<file path="config.mk">
export PLATFORM = sky130hd
export DESIGN_NAME = riscv_regfile_mp
export DESIGN_NICKNAME = d
export VERILOG_FILES = /design/src/rtl/riscv_regfile_mp.sv
export SDC_FILE = /design/constraint.sdc
export NUM_CORES = 2
export LEC_CHECK = 0
export ABC_AREA = 0
export CAP_MARGIN = 20
export CORE_MARGIN = 2
export CORE_UTILIZATION = 50
export CTS_CLUSTER_SIZE = 30
export DETAILED_ROUTE_END_ITERATION = 12
export PLACE_DENSITY = 0.68
export SLEW_MARGIN = 20
export SYNTH_ARGS = -nofsm -noshare
export SYNTH_HDL_FRONTEND = slang
export SYNTH_SLANG_ARGS = --single-unit
</file>
<file path="constraint.sdc">
create_clock -name clk -period 7.35 [get_ports clk]
set_input_delay 0.735 -clock clk [delete_from_list [all_inputs] [get_ports clk]]
set_output_delay 0.735 -clock clk [all_outputs]
set_load 0.01 [all_outputs]
</file>
<file path="src/rtl/riscv_regfile_mp.sv">
// -----------------------------------------------------------------------------
// riscv_regfile_mp
//
// Multi-port integer register file for the superscalar RV64 core. Each
// register carries a pending (scoreboard) bit. Issue logic allocates a
// destination, which sets its bit. Writeback to that register clears it.
// x0 is hardwired to zero and is never pending.
//
// Optional feature macro: RISCV_REGFILE_BYPASS_EN
//   defined   : read ports forward same-cycle write data and the cleared busy
//               state.
//   undefined : read ports return stored state only, so a write is visible on
//               reads one cycle later.
//
// Parameters
//   XLEN   register width
//   NREGS  architectural register count (power of two, >= 2)
//   NRD    number of combinational read ports
//   NWR    number of synchronous write ports
//
// Ports
//   clk         rising-edge clock for all state
//   rst_n       asynchronous active-low reset; clears data, pending and count
//   rd_addr     NRD packed read addresses, port i at [i*AW +: AW]
//   rd_data     NRD packed read data, port i at [i*XLEN +: XLEN]
//   rd_busy     pending bit of each addressed register
//   wr_en       per-port write enable
//   wr_addr     NWR packed write addresses
//   wr_data     NWR packed write data
//   alloc_en    mark alloc_addr pending at the next edge
//   alloc_addr  register to mark (0 is ignored)
//   flush       clear every pending bit; data writes still happen
//   pend_cnt    registered population count of the pending vector
// -----------------------------------------------------------------------------
module riscv_regfile_mp #(
   parameter int XLEN  = 64,
   parameter int NREGS = 32,
   parameter int NRD   = 2,
   parameter int NWR   = 2,
   localparam int AW   = $clog2(NREGS),
   localparam int CW   = $clog2(NREGS + 1)
) (
   input  logic                 clk,
   input  logic                 rst_n,
   input  logic [NRD*AW-1:0]    rd_addr,
   output logic [NRD*XLEN-1:0]  rd_data,
   output logic [NRD-1:0]       rd_busy,
   input  logic [NWR-1:0]       wr_en,
   input  logic [NWR*AW-1:0]    wr_addr,
   input  logic [NWR*XLEN-1:0]  wr_data,
   input  logic                 alloc_en,
   input  logic [AW-1:0]        alloc_addr,
   input  logic                 flush,
   output logic [CW-1:0]        pend_cnt
);

   // ------------------------------------------------------------------------
   // State
   // ------------------------------------------------------------------------
   logic [XLEN-1:0]  regs_reg [NREGS];
   logic [NREGS-1:0] pending_reg;
   logic [NREGS-1:0] pending_next;
   logic [CW-1:0]    pend_cnt_reg;
   logic [CW-1:0]    pend_cnt_next;

   // ------------------------------------------------------------------------
   // Write port unpacking. A port is "active" only when it is enabled and
   // targets a non-zero register, so x0 can never be written or forwarded.
   // ------------------------------------------------------------------------
   logic [AW-1:0]   wr_addr_a [NWR];
   logic [XLEN-1:0] wr_data_a [NWR];
   logic [NWR-1:0]  wr_act;

   generate
      for (genvar gi = 0; gi < NWR; gi++) begin : g_wr_unpack
         assign wr_addr_a[gi] = wr_addr[gi*AW +: AW];
         assign wr_data_a[gi] = wr_data[gi*XLEN +: XLEN];
         assign wr_act[gi]    = wr_en[gi] && (wr_addr_a[gi] != '0);
      end
   endgenerate

   // ------------------------------------------------------------------------
   // Per-register write decode and storage. Ports are scanned in ascending
   // order so the highest-index matching port is the one that sticks.
   // ------------------------------------------------------------------------
   logic [NREGS-1:0] wr_hit;

   generate
      for (genvar gi = 0; gi < NREGS; gi++) begin : g_reg
         logic            hit;
         logic [XLEN-1:0] sel;

         always_comb begin
            hit = 1'b0;
            sel = '0;
            for (int p = 0; p < NWR; p++) begin
               if (wr_act[p] && (wr_addr_a[p] == AW'(gi))) begin
                  hit = 1'b1;
                  sel = wr_data_a[p];
               end
            end
         end

         assign wr_hit[gi] = hit;

         // Entry 0 never sees a hit (active ports exclude address 0), so it
         // holds its reset value of zero forever.
         always_ff @(posedge clk or negedge rst_n) begin
            if (!rst_n) begin
               regs_reg[gi] <= '0;
            end else if (hit) begin
               regs_reg[gi] <= sel;
            end
         end
      end
   endgenerate

   // ------------------------------------------------------------------------
   // Pending vector. Precedence: flush > allocation > write clear > hold.
   // Allocation is applied after the write clear so a new producer issued in
   // the same cycle as the old producer's writeback keeps the register busy.
   // ------------------------------------------------------------------------
   always_comb begin
      pending_next = pending_reg;
      if (flush) begin
         pending_next = '0;
      end else begin
         pending_next = pending_reg & ~wr_hit;
         if (alloc_en && (alloc_addr != '0)) begin
            pending_next[alloc_addr] = 1'b1;
         end
      end
      pending_next[0] = 1'b0;
   end

   // The count is computed from the next vector, so the register always
   // equals the population count of pending_reg.
   always_comb begin
      pend_cnt_next = '0;
      for (int r = 0; r < NREGS; r++) begin
         pend_cnt_next = pend_cnt_next + CW'(pending_next[r]);
      end
   end

   always_ff @(posedge clk or negedge rst_n) begin
      if (!rst_n) begin
         pending_reg  <= '0;
         pend_cnt_reg <= '0;
      end else begin
         pending_reg  <= pending_next;
         pend_cnt_reg <= pend_cnt_next;
      end
   end

   assign pend_cnt = pend_cnt_reg;

   // ------------------------------------------------------------------------
   // Read ports (combinational)
   // ------------------------------------------------------------------------
   generate
      for (genvar gi = 0; gi < NRD; gi++) begin : g_rd
         logic [AW-1:0]   ra;
         logic [XLEN-1:0] stored_data;
         logic            stored_busy;
         logic [XLEN-1:0] data_out;
         logic            busy_out;

         assign ra          = rd_addr[gi*AW +: AW];
         assign stored_data = (ra == '0) ? '0 : regs_reg[ra];
         assign stored_busy = pending_reg[ra];

`ifdef RISCV_REGFILE_BYPASS_EN
         logic fwd;

         always_comb begin
            data_out = stored_data;
            fwd      = 1'b0;
            for (int p = 0; p < NWR; p++) begin
               if (wr_act[p] && (wr_addr_a[p] == ra)) begin
                  data_out = wr_data_a[p];
                  fwd      = 1'b1;
               end
            end

            // Mirror the pending precedence: flush clears, a same-cycle
            // allocation of this register keeps the stored state, otherwise
            // a matching write shows the bit as already cleared.
            busy_out = stored_busy;
            if (flush) begin
               busy_out = 1'b0;
            end else if (fwd && !(alloc_en && (alloc_addr == ra))) begin
               busy_out = 1'b0;
            end

            // Stored state is already zero during reset. Forwarded write data
            // must be suppressed too, so reads return zero while rst_n is low.
            if (!rst_n) begin
               data_out = '0;
               busy_out = 1'b0;
            end
         end
`else
         assign data_out = stored_data;
         assign busy_out = stored_busy;
`endif

         assign rd_data[gi*XLEN +: XLEN] = data_out;
         assign rd_busy[gi]              = busy_out;
      end
   endgenerate

endmodule

</file>
==> metrics <==
hpwl dp=258 mm; mux cell area share after synthesis=37.1%; Final setup viols=0; FILL cells=21390; final WL=505 mm; simple-gate share of the synthesized area=7.15%; CP Max Fanout=8; Detail Route Antenna Nets=0; Starting Density=50.2%; # IOs=295; Synth Flop Type=dfrtp_1; First DRT Iteration DRCs=15449; slew at the pin closest to its max-slew limit=1280 ps; max reg flops=2048; largest family of logic cells by synthesized area=multiplexers; CTS Buffer Depth=3; core region area=256000 sq um; CP Capture Type=register; total chip power=39.0 mW; final period utilization=81.1%; PostCTS Resize Cnt=0; most frequent cells in the layout=mux2i_1 (2337), dfrtp_1 (2085), nor2_1 (1064); syn_area_per_cell=11.0 sq um; Slew headroom=14.7%; Synthesized Nets=11931; die height=512 um; Fin Hold WS=308 ps; GRT Resource Usage Total=37.9%; first-pass GRT wire length=724 mm; DR vias=103620; cell area power density=278 nW/um^2; TritonCTS clock tree=done; Seq/Total Area, Yosys=40.5%; Placed Cells=14174; Nets=11212; drt wl/cell=34.5 um; Final Hold Vio Count=0; clk sinks=2085; setup TNS=0 ps; cts hold-fix bufs=1; peak supply drop=255 uV; Worst Path Required=8100 ps; Port Buf Inserts=294; Startpoint Class=primary input; Rows=186; Post-Synth XOR/XNOR Area=0.0136%; commonest non-fill, non-tap cell in the layout=mux2i_1; pin count of the biggest net entering global routing=155; Post-Route Skew=49.9 ps; Pre-Repair DR Iteration Count=10; unrepaired setup endpoints after global routing=no; vias in the first global route=101627; CP bufs+invs=4; crit path DAT=6720 ps; run status=finished, final reports clean; CTS clk-pin slew, worst paths=60 ps; Pleak=65.0 nW; Mapped Area=129000 sq um; CTS root buf=clkbuf_16; CP max stage delay=580 ps; worst skew pair latency=910 ps; Min-Delay Path Class=primary input to register; # DRC=0; worst path cell trace=clkdlybuf4s50_1, or3b_2, nor2_1, a32oi_1, nor2_1, fa_1, inv_1, fa_1, inv_1, fa_1, inv_1, fa_1, fa_1, fa_1, fa_1, fa_1, o21ai_0, a21oi_1, xnor2_1; antenna violations before repair=66; Max-Cap Viols=0; area grow syn2layout=9.07%; Slew Viols, Final=0; Adder-Cell Fraction of Synth Area=0.425%; GRT overflow=0; Finished Layout Cells=14652; Vias/cell=7.07; gp weighted congestion=0.880; worst setup path class=primary input to register; Cell variety after synth=62; slowest CP cell=clkdlybuf4s50_1; compound-cell area share of the yosys netlist=9.91%; Final min period=5960 ps; cell mode on critical path=fa_1; htree depth=4; die width=512 um; fmax=168 MHz; synthesis-stage register bit count=2085; Synth Warn #=0; Post-synth EDFFs=0; CTS buffer count=229; Worst path top cell family by delay=adder cells; async set-reset flop share out of synthesis=100%; post-CTS setup buffer count=0; Die Footprint=262000 sq um; layout cells sized above 1=17.1%; cells after synthesis=11742
## final cells by class
| type | instances | area (sq um) | area share [%] |
|---|---|---|---|
| inverter | 28 | 105 | 0.0748 |
| clock buffer | 355 | 6940 | 4.94 |
| clock inverter | 79 | 1060 | 0.758 |
| antenna | 42 | 105 | 0.0748 |
| tap | 3384 | 4230 | 3.01 |
| timing repair buffer | 519 | 5020 | 3.58 |
| sequential | 2085 | 52200 | 37.1 |
| multi-input combinational | 8160 | 70900 | 50.4 |
## logic make-up (layout without fill, tap and decap cells)
group,count (synthesis),in the layout
adders and majority gates,30,30
and+or+nand+nor,2310,2310
DFF,2085,2085
muxes,3442,3442
AOI/OAI and AO/OA,2376,2376
other,0,42
buffers and inverters,1497,981
xor gates and xnor gates,2,2
## power breakdown
group	internal [mW]	total [mW]	leakage (nW)	switching, mW
registers	14.4	16.8	25.6	2.37
clock network	7.01	12.3	3.93	5.30
logic	5.45	9.94	35.5	4.49
total	26.9	39.0	65.0	12.2
## stage by stage
stage               area [sq um]  utilization (%)  setup slack [ps]
floorplan                 129000                -              1010
global placement          133000             51.8               516
detailed placement        133000             51.8               599
CTS                       141000             54.9              1470
global route              140000             54.8              1170
finish                    141000             54.8              1390
## path summary, 6_finish.rpt
check | depth (start not counted) | end | slack [ps] | startpoint
setup / recovery | 19 | pend_cnt[4] | 1390 | alloc_addr[1]
hold / removal | 3 | regs_reg[1852] | 310 | wr_data[124]
setup reg to reg | 16 | pend_cnt[4] | 2090 | pending_reg[28]
hold reg to reg | 0 | regs_reg[2039] | 380 | regs_reg[2039]
max in group asynchronous | 4 | regs_reg[273] | 4880 | rst_n
min in group asynchronous | 2 | regs_reg[965] | 440 | rst_n
## layer usage
metal | wire (um) | track usage (%)
met1 | 182000 | 49.6
met2 | 216000 | 54.2
met4 | 34900 | 23.3
met3 | 71700 | 13.1
met5 | 322 | 0
## worst min-delay path, cell delays in order
cell and delay (ps):
buf_2 280, nand2_1 120, o21ai_1 60
## synth_stat cells, types with 22 or more instances
cell       instances  share of area [%]
mux2_2            39               0.34
buf_1             86               0.25
buf_2            360                1.4
clkbuf_1         970                2.8
dfrtp_1         2085                 41
a22oi_1           22               0.13
nor2_1          1078                3.1
o21ai_1          159               0.62
buf_4             43               0.25
nand2_1         1049                3.1
o21ai_0          853                3.3
nor2b_1           46               0.22
o22ai_1           58               0.28
a2bb2oi_1         44               0.30
mux4_2          1062                 19
fa_1              23               0.36
a21oi_1         1051                4.1
mux2i_1         2337                 18
inv_1             28              0.082
a21o_1            67               0.39
a221oi_1          23               0.16
Note: power is estimated with default switching activity, not from simulation.
